===== config.mk =====
export PLATFORM = sky130hd
export DESIGN_NAME = instr_fetch_queue
export DESIGN_NICKNAME = d
export VERILOG_FILES = /design/src/rtl/instr_fetch_queue.sv
export SDC_FILE = /design/constraint.sdc
export NUM_CORES = 1
export LEC_CHECK = 0
export BUFFER_PORTS_ARGS = -buffer_cell sky130_fd_sc_hd__buf_2
export CAP_MARGIN = 0
export CORE_ASPECT_RATIO = 2
export CORE_MARGIN = 10
export CORE_UTILIZATION = 55
export DETAILED_ROUTE_END_ITERATION = 10
export HOLD_SLACK_MARGIN = 0.02
export PLACE_DENSITY = 0.79
export RECOVER_POWER = 50
export SYNTH_ARGS = -nofsm -noshare
export SYNTH_HDL_FRONTEND = slang
export SYNTH_SLANG_ARGS = --single-unit
export TNS_END_PERCENT = 20

===== constraint.sdc =====
create_clock -name clk -period 3.75 [get_ports clk]
set_input_delay 0 -clock clk [delete_from_list [all_inputs] [get_ports clk]]
set_output_delay 0 -clock clk [all_outputs]
set_load 0.05 [all_outputs]

===== src/rtl/instr_fetch_queue.sv =====
// rtl/instr_fetch_queue.sv - registered fetch-to-decode instruction queue
//
// Buffers {pc, instr, adel} entries between fetch and decode with a
// valid/ready handshake on each side. The head is presented first-word
// fall-through, with the rs/rt/rd/imm fields pre-split for the decoder.
//
// Ports:
//   clk        clock, all state changes on posedge
//   reset      synchronous active-high, empties the queue
//   flush      synchronous redirect, empties the queue
//   in_valid   fetch presents a pair       in_ready   queue can accept
//   in_pc      fetched PC                  in_instr   fetched word
//   out_valid  head entry valid            out_ready  decoder consumes head
//   out_pc     head PC                     out_instr  head instruction
//   out_rs/rt/rd/imm16/imm26  head instruction fields
//   out_adel   head entry had an instruction-fetch address error
//   count      occupied entries, 0..DEPTH
module instr_fetch_queue #(
  parameter int DEPTH = 4,
  parameter int AW    = 2
) (
  input  logic          clk,
  input  logic          reset,
  input  logic          flush,
  input  logic          in_valid,
  output logic          in_ready,
  input  logic [31:0]   in_pc,
  input  logic [31:0]   in_instr,
  output logic          out_valid,
  input  logic          out_ready,
  output logic [31:0]   out_pc,
  output logic [31:0]   out_instr,
  output logic [4:0]    out_rs,
  output logic [4:0]    out_rt,
  output logic [4:0]    out_rd,
  output logic [15:0]   out_imm16,
  output logic [25:0]   out_imm26,
  output logic          out_adel,
  output logic [AW:0]   count
);

  localparam logic [AW:0] FULL_COUNT = (AW+1)'(DEPTH);

  logic [31:0] pc_mem    [DEPTH];
  logic [31:0] instr_mem [DEPTH];
  logic        adel_mem  [DEPTH];

  logic [AW-1:0] wr_ptr;
  logic [AW-1:0] rd_ptr;
  logic          push;
  logic          pop;
  logic          in_adel;

  // Ready/valid come only from the count register, so there is no
  // combinational path from out_ready to in_ready.
  assign in_ready  = (count != FULL_COUNT);
  assign out_valid = (count != '0);
  assign push      = in_valid & in_ready;
  assign pop       = out_valid & out_ready;

  // Misaligned PC or beyond the 4096-word instruction ROM.
  assign in_adel = (in_pc[1:0] != 2'b00) | (in_pc[31:14] != 18'd0);

  // Storage is never cleared; stale entries are masked by out_valid.
  always_ff @(posedge clk) begin
    if (push) begin
      pc_mem[wr_ptr]    <= in_pc;
      instr_mem[wr_ptr] <= in_adel ? 32'h0 : in_instr;
      adel_mem[wr_ptr]  <= in_adel;
    end
  end

  always_ff @(posedge clk) begin
    if (reset || flush) begin
      wr_ptr <= '0;
      rd_ptr <= '0;
      count  <= '0;
    end else begin
      if (push) wr_ptr <= wr_ptr + 1'b1;
      if (pop)  rd_ptr <= rd_ptr + 1'b1;
      case ({push, pop})
        2'b10:   count <= count + 1'b1;
        2'b01:   count <= count - 1'b1;
        default: count <= count;
      endcase
    end
  end

  always_comb begin
    out_pc    = 32'h0;
    out_instr = 32'h0;
    out_adel  = 1'b0;
    if (out_valid) begin
      out_pc    = pc_mem[rd_ptr];
      out_instr = instr_mem[rd_ptr];
      out_adel  = adel_mem[rd_ptr];
    end
  end

  assign out_rs    = out_instr[25:21];
  assign out_rt    = out_instr[20:16];
  assign out_rd    = out_instr[15:11];
  assign out_imm16 = out_instr[15:0];
  assign out_imm26 = out_instr[25:0];

endmodule


==> results of run 1 <==
[state kept, by name, indices dropped and copies added, names as in the netlist, named ones only]
name	count
adel_mem	4
count	3
instr_mem	128
pc_mem	128
rd_ptr	2
wr_ptr	2
[final cells by class]
type	instances	area (um2)	share of cell area, %
Sequential cell	269	8000	60.3
Tap cell	266	333	2.51
Clock buffer	25	603	4.55
Timing Repair Buffer	270	1670	12.6
Multi-Input combinational cell	206	2360	17.8
Inverter	38	143	1.08
Clock inverter	15	153	1.15
[cell usage in the layout, fill, tap and decap left out, types with 3 or more instances in the layout]
master	netlist	final
and2_1	65	65
and3_2	0	3
buf_2	8	159
buf_4	57	4
bufinv_16	0	3
clkbuf_1	10	36
clkbuf_16	0	23
clkinv_2	0	8
dfxtp_1	9	7
dlygate4sd3_1	0	71
edfxtp_1	260	260
ha_1	5	5
inv_1	38	38
mux4_2	65	65
nand2_1	5	5
nor2_1	7	7
nor3_1	2	31
nor4_1	4	4
xor2_1	4	4
[where the power goes]
part           internal [mW]  total (mW)  leakage (nW)  switching, mW
logic                  0.203       0.644          2.03          0.441
registers               3.35        3.38          2.30         0.0252
clock network           1.36        2.37         0.375           1.00
[worst max-delay path, stage by stage (launching register included)]
cell,delay [ps]
dfxtp_4,770
buf_4,450
mux4_2,560
and2_1,200
buf_2,230
[synthesized netlist by cell type]
cell type	number
mux4_2	65
or2_2	2
xor2_1	4
and2_1	65
nand2_1	5
and3_1	4
nor3_2	30
fa_1	1
buf_6	9
nor4_1	4
or4_1	1
edfxtp_1	260
or3b_1	1
buf_2	8
ha_1	5
or3_1	2
nor2_1	7
buf_4	57
a21oi_1	2
inv_1	38
mux2i_1	2
o21ai_0	1
nor3_1	2
o31ai_1	1
dfxtp_1	9
buf_1	3
nand4_1	1
o311ai_0	1
clkbuf_1	10
[logic make-up (layout without fill, tap and decap cells)]
family	after synthesis	after routing	share of synthesized area, %
compound gates	5	5	0.278
xor+xnor	4	4	0.312
fa+ha+maj	6	6	0.735
buf+inv	125	348	6.77
flops	269	269	71.1
mux	67	67	13.2
simple gates	124	124	7.65
[routing by layer]
layer	vias to the layer above	share of wire, %	track usage, %	routed length [um]
li1	2640	-	-	-
met1	2999	36	19.1	8360
met2	183	56	31.8	13200
met3	49	5.7	3.71	1330
met4	0	2.5	5.99	587
met5	-	0	0	0
[per-stage QoR]
| stage | power (mW) | worst slack [ps] | instances | hold WS (ps) | instance area, um2 |
|---|---|---|---|---|---|
| global route | 6.59 | 808 | 1089 | 330 | 13300 |
| floorplan | 3.90 | 206 | 600 | 98.9 | 11200 |
| global placement | 4.03 | 1500 | 978 | 213 | 12000 |
| finish | 6.39 | 1030 | 1089 | 299 | 13300 |
| detailed placement | 4.04 | 1320 | 978 | 221 | 12000 |
| CTS | 6.45 | 924 | 1089 | 236 | 13500 |
[worst min path at each step]
| stage | startpoint | slack, ps | to | depth (start not counted) |
|---|---|---|---|---|
| finish | in_pc[7] | 300 | pc_mem[0][7]$_DFFE_PP_ | 2 |
| global route | in_pc[8] | 330 | pc_mem[1][8]$_DFFE_PP_ | 2 |
| CTS | in_pc[7] | 240 | pc_mem[0][7]$_DFFE_PP_ | 2 |
| floorplan | in_pc[0] | 100 | pc_mem[0][0]$_DFFE_PP_ | 0 |
| detailed placement | in_pc[8] | 220 | pc_mem[1][8]$_DFFE_PP_ | 1 |
| global placement | in_pc[9] | 210 | pc_mem[0][9]$_DFFE_PP_ | 1 |
==> flow_metrics.py, run 1 <==
metrics = {
    "outcome": {
        "status": "finished, violations left",
        "violations": "max-capacitance violations, max-slew violations",
    },
    "route": {
        "drtIter0Drc": 263,
        "wire_per_inst_um": 21.5,
        "drtAntennaViolNets": 0,
        "routed_via_density": 5.39,
        "drc_errors": 0,
        "wl_mm": 23.5,
        "drtPass1Iterations": 4,
        "vias": 5871,
    },
    "timing": {
        "tightest_slew_ps": 1770,
        "fmax_mhz": 367,
        "max_slew_margin_pct": -17.7,
        "finalCriticalPeriod_ps": 2720,
        "maxSlewViolCount": 232,
        "finClkSkew_ps": 10.4,
        "hold_violations": 0,
        "period_share_pct": 72.6,
        "rsz0062_at_grt": "false",
        "finalSetupViolations": 0,
        "setup_tns_ps": 0,
    },
    "die": {
        "die_area_mm2": 0.0269,
        "start_util_pct": 55.4,
        "die_h_um": 222,
        "dieWidth_um": 121,
        "io_pins": 196,
        "rows": 74,
        "core_area_mm2": 0.0203,
    },
    "cts": {
        "clk_latency_ps": 500,
        "cts_sinks": 269,
        "cts_root_buffer": "clkbuf_16",
        "clk_pin_slew_ps": 70,
        "cts_setup_buffers": 0,
        "htreeDepth": 1,
        "clockBufferDepth": 3,
        "cts-hold-fix-buffers": 71,
        "numCtsBuffers": 22,
        "cts_tree": "yes",
        "post_cts_resized": 0,
    },
    "power_and_ir_drop": {
        "power.leakage_nw": 4.70,
        "power.density_mw_per_mm2": 482,
        "ir_drop_uv": 427,
    },
    "global_routing": {
        "grt_pass1_wl_mm": 36.9,
        "grtUsageTotal_pct": 17.4,
        "grt_overflow": 0,
        "antenna_found_initial": 0,
        "grt_pass1_vias": 6647,
        "grt_start_max_net_pins": 67,
    },
    "critical_path": {
        "crit_required_ps": 3750,
        "end_kind": "primary output",
        "r2r_start": "count[0]$_SDFFE_PP0P_",
        "setup.worst_path.start_class": "flip-flop",
        "crit_end": "out_imm16[8]",
        "crit_arrival_ps": 2720,
        "r2r_end": "adel_mem[1]$_DFFE_PP_",
        "cp_max_fo": 32,
        "rr_worst_depth": 2,
        "path_class": "reg -> out",
        "ff2ff_setup_slack_ps": 1140,
    },
    "final_layout": {
        "nets": 882,
        "drive_gt1_share_pct": 33.5,
        "postLayoutCoreUtil_pct": 65.4,
        "diodes": 0,
        "fillers": 1369,
        "synthToLayoutAreaGrowth_pct": 17.9,
    },
    "run": {
        "drv_cap": 4,
    },
    "synthesis": {
        "syn_area_per_cell_um2": 18.7,
        "synth_top_cells_by_area": "edfxtp_1 (69%), mux4_2 (13%), buf_4 (3.8%), and2_1 (3.6%), nor3_2 (2.7%)",
        "synth_area_mm2": 0.0112,
        "yosys.area.top_type_share_pct": 69.5,
        "yosysSeqAreaShare_pct": 71.1,
        "yosysWarnings": 0,
        "synth_seq_cells": 269,
        "synth_fp_nets": 675,
        "yosysUniqueCellTypes": 29,
        "yosysTopAreaCell": "edfxtp_1",
        "synthCells": 600,
    },
    "min_path": {
        "hold_class": "in -> reg",
    },
    "place": {
        "place.gp.congestion": 0.741,
        "port_buffers": 195,
        "hpwl_mm": 14.0,
    },
}
No activity file was read; power rests on OpenSTA's default activity.
==> run 2, diff against run 1 <==
clock period = 2.6 ns   (was 3.75 ns; I/O delays follow)
==> flow_metrics.py, run 2 (synthesis gave the netlist of run 1 again) <==
metrics = {
    "critical_path": {
        "critPathLaunch": "count[0]$_SDFFE_PP0P_",
        "crit_arrival_ps": 2820,
        "max_stage_delay_ps": 480,
        "cp_max_fo": 7,
        "ff2ff_setup_slack_ps": 210,
        "crit_required_ps": 3030,
        "crit_slowest_cell": "or3b_1",
        "rr_worst_depth": 8,
        "path_cells": "or3b_1, nand2_1, ha_1, inv_1, fa_1, xor2_1, or3_1, a21oi_1",
        "path_class": "reg -> reg",
        "r2r_start": "count[0]$_SDFFE_PP0P_",
        "r2r_end": "count[2]$_SDFFE_PP0P_",
        "end_kind": "flip-flop",
        "setup.worst_path.start_class": "flip-flop",
    },
    "timing": {
        "finalSetupViolations": 0,
        "finalCriticalPeriod_ps": 2390,
        "max_slew_margin_pct": 28.7,
        "hold_violations": 0,
        "finClkSkew_ps": 9.30,
        "maxSlewViolCount": 0,
        "tightest_slew_ps": 1070,
        "setup_ws_ps": 206,
        "fmax_mhz": 418,
        "period_share_pct": 92.1,
        "rsz0062_at_grt": "false",
    },
    "final_layout": {
        "nets": 887,
        "layout_commonest_cell": "edfxtp_1",
        "layout_common_cells": "edfxtp_1 (260), buf_2 (159), dlygate4sd3_1 (70)",
        "fillers": 1348,
        "top_regs": "instr_mem (128), pc_mem (128), adel_mem (4)",
        "synthToLayoutAreaGrowth_pct": 19.8,
        "postLayoutCoreUtil_pct": 66.4,
        "drive_gt1_share_pct": 37.1,
    },
    "power_and_ir_drop": {
        "total_power_mw": 9.13,
        "p_sw_share_pct": 22.9,
        "ir_drop_uv": 545,
        "clkPwrFrac_pct": 36.2,
        "power.leakage_nw": 4.73,
        "power.internal_mw": 7.04,
        "p_comb_share_pct": 10.4,
        "power_switching_mw": 2.09,
        "power.density_mw_per_mm2": 678,
        "seqPwrFrac_pct": 53.3,
    },
    "die": {
        "dieWidth_um": 121,
        "start_util_pct": 55.4,
        "io_pins": 196,
        "rows": 74,
        "die_area_mm2": 0.0269,
        "die_h_um": 222,
        "core_area_mm2": 0.0203,
    },
    "route": {
        "drc_errors": 0,
        "vias": 5901,
        "drtPass1Iterations": 4,
        "wire_per_inst_um": 22.0,
        "drtIter0Drc": 342,
        "routed_via_density": 5.40,
        "wl_mm": 24.1,
        "drtAntennaViolNets": 0,
    },
    "min_path": {
        "hold_class": "in -> reg",
        "worstHoldPathCells": 2,
        "hold_start": "in_pc[12]",
        "hold_end": "pc_mem[3][12]$_DFFE_PP_",
    },
    "cts": {
        "cts_sinks": 269,
        "htreeDepth": 1,
        "cts_root_buffer": "clkbuf_16",
        "clk_pin_slew_ps": 70,
        "clockBufferDepth": 3,
        "cts_tree": "yes",
        "cts_setup_buffers": 0,
        "post_cts_resized": 0,
        "cts-hold-fix-buffers": 70,
        "clk_latency_ps": 500,
        "numCtsBuffers": 22,
    },
    "global_routing": {
        "grt_pass1_vias": 6647,
        "antenna_found_initial": 2,
        "grt_overflow": 0,
        "grt_pass1_wl_mm": 37.6,
        "grtUsageTotal_pct": 17.8,
        "grt_start_max_net_pins": 66,
    },
    "place": {
        "port_buffers": 195,
        "place.gp.congestion": 0.743,
        "hpwl_mm": 15.0,
        "preCtsSetupSlack_ps": 264,
    },
    "outcome": {
        "status": "completed",
    },
    "run": {
        "drv_cap": 0,
    },
}
==> run 2: cell types whose count changed in the layout (fill, tap and decap cells not counted), sizes merged <==
cell / previous run / this run
clkinvlp: 2 / 1
inv: 38 / 39
clkbuf: 61 / 63
dlygate4sd3: 71 / 70
buf: 163 / 166
diode: 0 / 2
clkinv: 10 / 8
==> run 2: power groups by stage <==
stage	Combinational [mW]	Sequential (mW)	Clock, mW
after floorplan	0.672	4.95	0
after global placement	0.876	4.95	0
after detailed placement	0.890	4.96	0
after CTS	0.975	4.87	3.37
after global routing	1.01	4.88	3.54
final	0.954	4.87	3.31
==> run 2: critical path, delay by kind of cell, from the launching register on <==
family	cells	cell delay, ps
flip-flops	1	390
XOR/XNOR	1	170
AO/OA/AOI/OAI	1	140
AND/OR/NAND/NOR	3	980
adder cells (fa/ha/maj)	2	580
buffers and inverters	1	70
==> run 2: layout make-up <==
| type | count | area [um2] | area share (%) |
|---|---|---|---|
| Sequential cell | 269 | 8000 | 59.4 |
| Multi-Input combinational cell | 206 | 2500 | 18.6 |
| Antenna cell | 2 | 5.00 | 0.0372 |
| Tap cell | 266 | 333 | 2.47 |
| Inverter | 38 | 143 | 1.06 |
| Clock buffer | 24 | 579 | 4.30 |
| Clock inverter | 13 | 140 | 1.04 |
| Timing Repair Buffer | 275 | 1770 | 13.1 |
==> run 2: worst max-delay path by stage <==
stage | endpoint | slack (ps) | cells after the start
final | count[2]$_SDFFE_PP0P_ | 210 | 8
after global routing | out_imm16[7] | 90 | 4
after CTS | out_rd[0] | 160 | 4
after detailed placement | count[2]$_SDFFE_PP0P_ | 260 | 8
after global placement | count[2]$_SDFFE_PP0P_ | 330 | 8
after floorplan | adel_mem[0]$_DFFE_PP_ | -230 | 3
==> run 2: metrics by stage <==
step	cell area (um2)	TNS, ps	instances	hold WS [ps]
after global routing	13500	0	1093	338
after floorplan	11200	-61010	600	98.9
after detailed placement	12100	0	984	226
final	13500	0	1093	331
after global placement	12100	0	984	211
after CTS	13600	0	1091	241
==> run 2: routing by layer <==
layer	GRT usage [%]	up-vias	part of all wire [%]
met5	0	-	0
met3	3.71	46	5.7
met4	7.20	0	3.0
met1	20.0	3005	36
met2	31.7	187	56
li1	-	2663	-
